`src/rtl/id_ex_stage_reg.sv`:
```
// id_ex_stage_reg
//   ID/EX pipeline register with built-in load-use hazard detection.
//   Captures the decoded instruction and its register-file operands at the
//   ID/EX boundary and presents them to EX and to the forwarding unit.
//
//   When the instruction in ID reads the destination of a load that is
//   currently in EX, this block freezes PC and IF/ID and inserts exactly one
//   bubble. On the next cycle the load is in MEM, so forwarding covers it.
//   A taken branch/jump in EX (ex_flush) turns the next EX slot into a bubble.
//   A data-memory stall (mem_stall) freezes the whole front end.
//
//   Edge priority: rst > ex_flush > mem_stall > lu_hazard > normal load.
//   Once the FSM is in HOLD and mem_stall is still high, nothing changes
//   (a flush is not applied until the stall is released).
//
// Ports
//   clk, rst            rising-edge clock, synchronous active-high reset
//   id_*                decoded instruction, operands and control from ID
//   ex_flush            branch/jump resolved taken in EX
//   mem_stall           data memory busy
//   ex_*                registered copies of id_* (ex_valid marks a real instr)
//   pc_write_en         0 = hold PC
//   if_id_write_en      0 = hold IF/ID register
//   fsm_state           debug view of the stall FSM (0 = RUN, 1 = HOLD)
//
// Configuration
//   ID_EX_PERF_CNT_EN   adds bubble_cnt / flush_cnt (32-bit, wrap, clear on rst)
//
// Handshake: there is no valid/ready pair here. ex_valid qualifies the EX
// slot; the write enables are combinational and take effect on the same edge.
// Control bits are alu_op, alu_src, mem_rd, mem_wr, reg_wr and mem_to_reg; a
// bubble clears them together with ex_valid so forwarding never matches it.

module id_ex_stage_reg #(
  parameter int XLEN    = 32,
  parameter int ALUOP_W = 4
) (
  input  logic               clk,
  input  logic               rst,
  input  logic               id_valid,
  input  logic [XLEN-1:0]    id_pc,
  input  logic [4:0]         id_rs1,
  input  logic [4:0]         id_rs2,
  input  logic [4:0]         id_rd,
  input  logic               id_use_rs1,
  input  logic               id_use_rs2,
  input  logic [XLEN-1:0]    id_rs1_data,
  input  logic [XLEN-1:0]    id_rs2_data,
  input  logic [XLEN-1:0]    id_imm,
  input  logic [ALUOP_W-1:0] id_alu_op,
  input  logic               id_alu_src,
  input  logic               id_mem_rd,
  input  logic               id_mem_wr,
  input  logic               id_reg_wr,
  input  logic               id_mem_to_reg,
  input  logic               ex_flush,
  input  logic               mem_stall,
  output logic               ex_valid,
  output logic [XLEN-1:0]    ex_pc,
  output logic [4:0]         ex_rs1,
  output logic [4:0]         ex_rs2,
  output logic [4:0]         ex_rd,
  output logic [XLEN-1:0]    ex_rs1_data,
  output logic [XLEN-1:0]    ex_rs2_data,
  output logic [XLEN-1:0]    ex_imm,
  output logic [ALUOP_W-1:0] ex_alu_op,
  output logic               ex_alu_src,
  output logic               ex_mem_rd,
  output logic               ex_mem_wr,
  output logic               ex_reg_wr,
  output logic               ex_mem_to_reg,
  output logic               pc_write_en,
  output logic               if_id_write_en,
`ifdef ID_EX_PERF_CNT_EN
  output logic [31:0]        bubble_cnt,
  output logic [31:0]        flush_cnt,
`endif
  output logic               fsm_state
);

  typedef enum logic {RUN = 1'b0, HOLD = 1'b1} state_t;

  state_t state, state_next;
  logic   lu_hazard;
  logic   frozen;     // HOLD with the stall still asserted: nothing moves
  logic   do_flush;
  logic   do_bubble;
  logic   do_load;

  assign fsm_state = state;

  // rd == 0 never hazards: x0 is never actually written.
  assign lu_hazard = ex_valid & ex_mem_rd & (ex_rd != 5'd0) & id_valid &
                     ((id_use_rs1 & (id_rs1 == ex_rd)) |
                      (id_use_rs2 & (id_rs2 == ex_rd)));

  always_comb begin
    state_next     = state;
    frozen         = 1'b0;
    do_flush       = 1'b0;
    do_bubble      = 1'b0;
    do_load        = 1'b0;
    pc_write_en    = 1'b1;
    if_id_write_en = 1'b1;

    case (state)
      RUN:     if (mem_stall) state_next = HOLD;
      HOLD: begin
        if (!mem_stall) state_next = RUN;
        frozen = mem_stall;
      end
      default: state_next = RUN;
    endcase

    if (frozen) begin
      pc_write_en    = 1'b0;
      if_id_write_en = 1'b0;
    end else if (ex_flush) begin
      // Flush beats the hazard; the front end only holds if memory is busy.
      do_flush = 1'b1;
      if (mem_stall) begin
        pc_write_en    = 1'b0;
        if_id_write_en = 1'b0;
      end
    end else if (mem_stall) begin
      pc_write_en    = 1'b0;
      if_id_write_en = 1'b0;
    end else if (lu_hazard) begin
      do_bubble      = 1'b1;
      pc_write_en    = 1'b0;
      if_id_write_en = 1'b0;
    end else begin
      do_load = 1'b1;
    end

    if (rst) begin
      pc_write_en    = 1'b1;
      if_id_write_en = 1'b1;
    end
  end

  always_ff @(posedge clk) begin
    if (rst) begin
      state         <= RUN;
      ex_valid      <= 1'b0;
      ex_pc         <= '0;
      ex_rs1        <= '0;
      ex_rs2        <= '0;
      ex_rd         <= '0;
      ex_rs1_data   <= '0;
      ex_rs2_data   <= '0;
      ex_imm        <= '0;
      ex_alu_op     <= '0;
      ex_alu_src    <= 1'b0;
      ex_mem_rd     <= 1'b0;
      ex_mem_wr     <= 1'b0;
      ex_reg_wr     <= 1'b0;
      ex_mem_to_reg <= 1'b0;
    end else begin
      state <= state_next;
      if (do_flush || do_bubble) begin
        // Bubble: data/index fields keep stale values, which is harmless
        // because valid and every control bit are cleared.
        ex_valid      <= 1'b0;
        ex_alu_op     <= '0;
        ex_alu_src    <= 1'b0;
        ex_mem_rd     <= 1'b0;
        ex_mem_wr     <= 1'b0;
        ex_reg_wr     <= 1'b0;
        ex_mem_to_reg <= 1'b0;
      end else if (do_load) begin
        ex_valid      <= id_valid;
        ex_pc         <= id_pc;
        ex_rs1        <= id_rs1;
        ex_rs2        <= id_rs2;
        ex_rd         <= id_rd;
        ex_rs1_data   <= id_rs1_data;
        ex_rs2_data   <= id_rs2_data;
        ex_imm        <= id_imm;
        ex_alu_op     <= id_valid ? id_alu_op : '0;
        ex_alu_src    <= id_valid & id_alu_src;
        ex_mem_rd     <= id_valid & id_mem_rd;
        ex_mem_wr     <= id_valid & id_mem_wr;
        ex_reg_wr     <= id_valid & id_reg_wr;
        ex_mem_to_reg <= id_valid & id_mem_to_reg;
      end
    end
  end

`ifdef ID_EX_PERF_CNT_EN
  always_ff @(posedge clk) begin
    if (rst) begin
      bubble_cnt <= '0;
      flush_cnt  <= '0;
    end else begin
      if (do_bubble) bubble_cnt <= bubble_cnt + 32'd1;
      if (do_flush)  flush_cnt  <= flush_cnt + 32'd1;
    end
  end
`endif

endmodule

```
`config.mk`:
```
export PLATFORM = sky130hd
export DESIGN_NAME = id_ex_stage_reg
export DESIGN_NICKNAME = d
export VERILOG_FILES = /design/src/rtl/id_ex_stage_reg.sv
export SDC_FILE = /design/constraint.sdc
export NUM_CORES = 1
export LEC_CHECK = 0
export ABC_AREA = 1
export CORE_MARGIN = 3
export CORE_UTILIZATION = 40
export DETAILED_ROUTE_END_ITERATION = 6
export HOLD_SLACK_MARGIN = 0.1
export PLACE_DENSITY = 0.81
export SLEW_MARGIN = 0
export SYNTH_ARGS = -nofsm -noshare
export SYNTH_HDL_FRONTEND = slang
export SYNTH_SLANG_ARGS = --single-unit
export TNS_END_PERCENT = 30
```
`constraint.sdc`:
```
create_clock -name clk -period 2.4 [get_ports clk]
set_input_delay 0.48 -clock clk [delete_from_list [all_inputs] [get_ports clk]]
set_output_delay 0.48 -clock clk [all_outputs]
set_load 0.03 [all_outputs]
```
==> results of run 1 <==
-- metal layers --
layer | routed length [um] | vias up | share of wire [%] | global-route usage (%)
li1 | - | 3134 | - | -
met1 | 8001 | 2920 | 39 | 27.76
met2 | 9618 | 249 | 47 | 37.65
met3 | 2317 | 34 | 11 | 11.01
met4 | 538 | 0 | 2.6 | 8.709
met5 | 0 | - | 0 | 0
-- logic make-up (layout without fill, tap and decap cells) --
| kind of cell | after synthesis | after routing | synth area share, % |
|---|---|---|---|
| compound gates | 154 | 154 | 13.94 |
| buf+inv | 94 | 393 | 8.381 |
| flops | 154 | 154 | 50.74 |
| simple gates | 366 | 366 | 26.94 |
-- final cells by class --
class | count | area share, %
Inverter | 26 | 0.9907
Sequential cell | 154 | 31.30
Clock buffer | 20 | 4.738
Tap cell | 184 | 2.337
Clock inverter | 12 | 1.143
Timing Repair Buffer | 335 | 34.07
Multi-Input combinational cell | 520 | 25.43
-- Yosys cell counts --
cell type  instances
a21oi_1          133
a21oi_2           20
buf_1             14
buf_2             17
buf_4              3
buf_6             15
buf_8              1
clkbuf_1          18
dfxtp_1          154
inv_1             21
inv_2              5
nand2_1          174
nand2_2           21
nand2_4            1
nand3_1          156
nand4_1            2
nor2_1            11
o22ai_1            1
or2_2              1
-- worst reg2reg max path: cells and delay by family (launching register included) --
kind | cells | cell delay [ns]
AND/OR/NAND/NOR | 6 | 0.57
flip-flops | 1 | 0.44
buffers and inverters | 3 | 0.76
AO/OA/AOI/OAI | 1 | 0.22
-- layout by cell type (no fill, tap or decap), drive strengths merged, types with 2 or more instances in the layout --
cell type,instances
nand2,196
nand3,156
buf,24
clkinv,5
clkinvlp,2
dfxtp,154
clkbuf,20
a21oi,153
dlymetal6s2s,3
clkdlybuf4s50,308
nand4,2
inv,30
nor2,11
-- path summary, 6_finish.rpt --
path	startpoint	end	slack, ns
hold / removal	id_rs1[1]	ex_rs1[1]	0.41
setup reg to reg	ex_rd[4]	ex_imm[10]	0.30
setup / recovery	id_rs2[3]	pc_write_en	0.05
hold reg to reg	ex_rs1_data[18]	ex_rs1_data[18]	0.46
-- power groups by stage --
| stage | Clock [mW] | Sequential [mW] | Combinational [mW] |
|---|---|---|---|
| global placement | 0 | 2.79 | 1.10 |
| CTS | 2.65 | 2.73 | 1.12 |
| finish | 2.60 | 2.73 | 1.11 |
| global route | 2.77 | 2.75 | 1.19 |
| detailed placement | 0 | 2.79 | 1.11 |
| floorplan | 0 | 3.01 | 0.313 |
-- timing repair --
action | CTS | global route
cloned | 0 | 0
pin swaps | 0 | 2
setup endpoints to repair | 2 | 19
hold buffers | 0 | 0
hold endpoints to repair | 0 | 0
gates resized for setup | 8 | 11
-- per-stage QoR --
| stage | area, um^2 | instances | worst slack [ns] | util (%) |
|---|---|---|---|---|
| after floorplan | 6076 | 768 | 0.1316 | - |
| after global placement | 9255 | 1219 | -0.3698 | 62.96 |
| after detailed placement | 9255 | 1219 | -0.4180 | 62.96 |
| after CTS | 9831 | 1251 | -0.09773 | 66.88 |
| after global routing | 9851 | 1251 | -0.03359 | 67.02 |
| final | 9851 | 1251 | 0.04848 | 67.02 |
==> out/results.txt, run 1 <==
Status - finished clean
# DRC - 0
Total wire length - 20,480 um
Remaining Overflow, GRT - 0
Vias in the first global route - 6,008
CTS Buf Count - 17
Htree depth - 4
Diode count - 0
CTS root buf - clkbuf_16
Total nets after synthesis - 927
Cell count along the critical path - 11
Setup_tns - 0 ns
CP cell instances - clkdlybuf4s50_1 > inv_1 > nand2_1 > nand2_1 > nor2_1 > nand3_1 > nand2_2 > nand2_4 > o22ai_2 > inv_1 > buf_2
Largest net degree at the start of global routing - 145
Nets - 1,213
Worst Path Buf+Inv - 4
Cell depth of the worst flop-to-flop path - 10
Multi-input gate area - 2505 um^2
Max-cap viol count - 0
Final setup viols - 0
Yosys top cell area share - 50.74%
HPWL after DPL - 13,870 um
Power share of the combinational group - 17.2%
FF/Latch Area - 3083 um^2
1st-iter DRT viols - 293
Clk_skew - 0.01201 ns
Library cells used by synthesis - 19
Antenna-violating nets left - 0
Area grow syn2layout - 62.13%
Clock Pin Slew Worst Setup and Hold Paths - 0.06 ns
CP max stage delay - 0.50 ns
CP top delay family - buffers and inverters
Syn Std Cell Area - 6076 um^2
Global-route wire length before repair - 31,520 um
Initial antenna violation count - 0
Layout fillers - 1,240
Min Clock Period, post-route - 2.352 ns
CP Class - input pin to output pin
Die Y - 129.2 um
# clock sinks - 154
Top cells by area, synth - dfxtp_1 51%, nand3_1 13%, a21oi_1 11%
WHS Path Cells - 3
CTS tree - done
Critical path fanouts, max - 3
GPL Wtd Cong - 0.8241
Routed via count - 6,337
Tightest Pin Transition - 0.8413 ns
Starting Density - 41.33%
Hold Vio Cnt, Final - 0
Worst hold slack - 0.4085 ns
Worst hold path type - input pin to flop
Sequential area share after synthesis - 50.74%
YS warnings - 0
Clock Path Buffers - 2
Top cell type by total area after synthesis - dfxtp_1
Routed wire per std cell - 16.37 um
Clock latency on the worst-skew pair - 0.42 ns
Share of cells above drive strength 1 - 10.03%
Static Leak - 3.667 nW
Highest clock rate - 425.3 MHz
Net Switching - 1.717 mW
Avg Inst Size Synth - 7.911 um^2
Sequential share of power - 42.4%
Sw Share - 26.62%
Final Power - 6.451 mW
Relative slew margins - 43.91%
Num rows - 44
Vias per inst - 5.066
Horiz. Die Dim - 129.2 um
First-pass DRT Iterations - 4
Post-CTS setup repair buffer count - 0
Total core area - 14,700 um^2
PD cells - 654.9 nW/um^2
Gr usage total - 23.56%
Cells after Synth - 768
Cell Int Power - 4.734 mW
Clock power share - 40.4%
Fin crit share - 97.98%
Die ar. - 16,700 um^2
Worst Path Required - 1.92 ns
Slew Limit Fails - 0
Setup crit end kind - output pin
Ports - 315
Input/output buffers - 314
Synth Register Bits - 154
Critical-path top delay cell - clkdlybuf4s50_1
VDD IR max - 0.4630 mV
Crit path launch type - input pin
RSZ-0062 raised after global routing - yes
Arrival @ worst endpoint - 1.87 ns
Power figures use the tool's default switching activity.
==> run 2: changes to the inputs <==
Settings changed: CORE_MARGIN 3 to 2, CORE_UTILIZATION 40 to 30, PLACE_DENSITY 0.81 to not set.
==> run 2 against run 1 <==
Against the previous run:
- setup slack better by 0.069 ns
- worst hold slack worse by 0.0079 ns
- sequential power hardly changed
- first-iteration DRC count shrank 5.5%
- total power down 0.72%
- clock power is 2% lower
- critical path depth unchanged
==> out/results.txt, run 2 (synthesis results as in run 1) <==
Clk_skew - 0.01142 ns (-0.0005826 ns)
Highest clock rate - 438.1 MHz (+3.0%)
Critical path fanouts, max - 4 (+1)
Input/output buffers - 314 (unchanged)
Most frequent cells in the layout - 303 x clkdlybuf4s50_1, 173 x nand2_1, 156 x nand3_1, 154 x dfxtp_1, 133 x a21oi_1
# DRC - 0 (unchanged)
PD cells - 638.2 nW/um^2 (-2.6%)
Cell depth of the worst flop-to-flop path - 12 (+2)
Nets - 1,213 (unchanged)
Net Switching - 1.819 mW (+5.9%)
Vias per inst - 4.658 (-8.0%)
Sequential share of power - 42.7% (+0.3 points)
Gr usage total - 18.70% (-4.9 points)
HPWL after DPL - 13,820 um (-0.37%)
CTS Buf Count - 17 (unchanged)
RR Endpoint - ex_imm[5]
Total wire length - 20,540 um (+0.31%)
Initial antenna violation count - 0 (unchanged)
Clock Path Buffers - 2 (unchanged)
Met3 usage - 7.031% (-4.0 points)
Arrival @ worst endpoint - 1.80 ns (-0.07 ns)
Post-CTS setup repair buffer count - 0 (unchanged)
Layout fillers - 1,957 (+58%)
WHS Path Cells - 3 (unchanged)
Reg2reg start - ex_rd[3]
Hold Vio Cnt, Final - 0 (unchanged)
Worst hold path type - input pin to flop
Multi-input gate area - 2514 um^2 (+0.35%)
Worst hold slack - 0.4006 ns (-0.007890 ns)
Clock latency on the worst-skew pair - 0.42 ns (about the same)
Hold_sp - id_rs2[0]
Antenna-violating nets left - 0 (unchanged)
Setup_tns - 0 ns (unchanged)
Power share of the combinational group - 17.5% (+0.3 points)
Global-route wire length before repair - 32,310 um (+2.5%)
Final core area utilization - 50.08% (-17 points)
CTS tree - done
CTS resizes - 0 (-8)
Diode count - 0 (unchanged)
CP Class - input pin to output pin
VDD IR max - 0.4555 mV (-1.6%)
GR Layer Usage met1 - 24.13% (-3.6 points)
Routed via count - 6,228 (-1.7%)
Status - finished clean
Routed wire per std cell - 15.36 um (-6.1%)
Setup crit end kind - output pin
Remaining Overflow, GRT - 0 (unchanged)
Final setup viols - 0 (unchanged)
Clock Pin Slew Worst Setup and Hold Paths - 0.06 ns (about the same)
Die ar. - 21,410 um^2 (+28%)
# clock sinks - 154 (unchanged)
Commonest non-fill, non-tap cell in the layout - clkdlybuf4s50_1
Sw Share - 28.40% (+1.8 points)
Share of cells above drive strength 1 - 10.03% (unchanged)
Fin crit share - 95.10% (-2.9 points)
Max-cap viol count - 0 (unchanged)
Largest net degree at the start of global routing - 126 (-13%)
Htree depth - 4 (unchanged)
Tightest Pin Transition - 0.7195 ns (-0.1218 ns)
Setup slack, reg-to-reg - 0.55 ns (+0.25 ns)
Min Clock Period, post-route - 2.282 ns (-0.06910 ns)
Area grow syn2layout - 65.18%
Ports - 315 (unchanged)
FF/Latch Area - 3083 um^2 (unchanged)
CTS root buf - clkbuf_16
Total core area - 20,040 um^2 (+36%)
Hold-fix buffers, CTS - 0 (unchanged)
Static Leak - 3.743 nW (+2.1%)
Worst Path Required - 1.92 ns (about the same)
Crit path launch type - input pin
GPL Wtd Cong - 0.7845 (-4.8%)
Starting Density - 30.32% (-11 points)
1st-iter DRT viols - 277 (-5.5%)
Horiz. Die Dim - 146.3 um (+13%)
Vias in the first global route - 5,957 (-0.85%)
Setup crit end - pc_write_en
Relative slew margins - 52.03% (+8.1 points)
Num rows - 52 (+18%)
GR Util met2 - 29.03% (-8.6 points)
Die Y - 146.3 um (+13%)
Top Usage Layer GRT - met2
Slew Limit Fails - 0 (unchanged)
Worst setup path startpoint - id_rs2[2]
Clock power share - 39.8% (-0.6 points)
Cell Int Power - 4.586 mW (-3.1%)
First-pass DRT Iterations - 4 (unchanged)
-- run 2: changes by cell type in the layout (fill, tap and decap cells not counted), sizes merged --
cell,previous run,this run
bufinv,1,0
dlymetal6s2s,3,8
clkinvlp,2,0
clkbuf,20,17
clkdlybuf4s50,308,303
clkinv,5,6
inv,30,35
-- run 2: final cells by class --
cell class / count / share of cell area, %
sequential: 154 / 30.72
timing repair buffer: 335 / 34.38
multi-input combinational: 520 / 25.05
clock buffer: 17 / 4.239
inverter: 26 / 0.9724
tap: 270 / 3.366
clock inverter: 15 / 1.272
-- run 2: through the flow --
step           cells  setup slack, ns  power, mW  area [um^2]
6_report        1337           0.1176      6.405        10040
3_5_place_dp    1305          0.01135      3.921         9454
3_3_place_gp    1305          0.05314      3.919         9454
4_1_cts         1337          0.01112      6.505        10010
5_1_grt         1337        -0.004169      6.696        10040
2_1_floorplan    768           0.1316      3.323         6076
-- run 2: worst min path at each step --
stage / endpoint / slack (ns)
after floorplan: ex_rs1_data[0] / 0.59
after detailed placement: ex_pc[0] / 0.45
after global routing: ex_rs1[0] / 0.40
final: ex_rs2[0] / 0.40
after CTS: ex_pc[31] / 0.41
after global placement: ex_imm[12] / 0.45
-- run 2: worst max-delay path, stage by stage --
cell	delay, ns
clkdlybuf4s50_1	0.50
inv_1	0.05
nand2_1	0.05
nand2_1	0.05
nor2_1	0.08
nand3_1	0.10
nand2_2	0.10
nand2_4	0.07
o22ai_2	0.09
inv_1	0.08
buf_4	0.17
-- run 2: layer usage --
layer / routed length (um) / vias up
li1: - / 3127
met1: 9287 / 2840
met2: 9120 / 241
met3: 1848 / 20
met4: 282 / 0
met5: 0 / -
-- run 2: power groups by stage --
stage,logic (mW),clock network (mW),registers (mW)
after floorplan,0.313,0,3.01
after global placement,1.13,0,2.79
after detailed placement,1.13,0,2.79
after CTS,1.13,2.64,2.73
after global routing,1.20,2.75,2.75
final,1.12,2.55,2.73
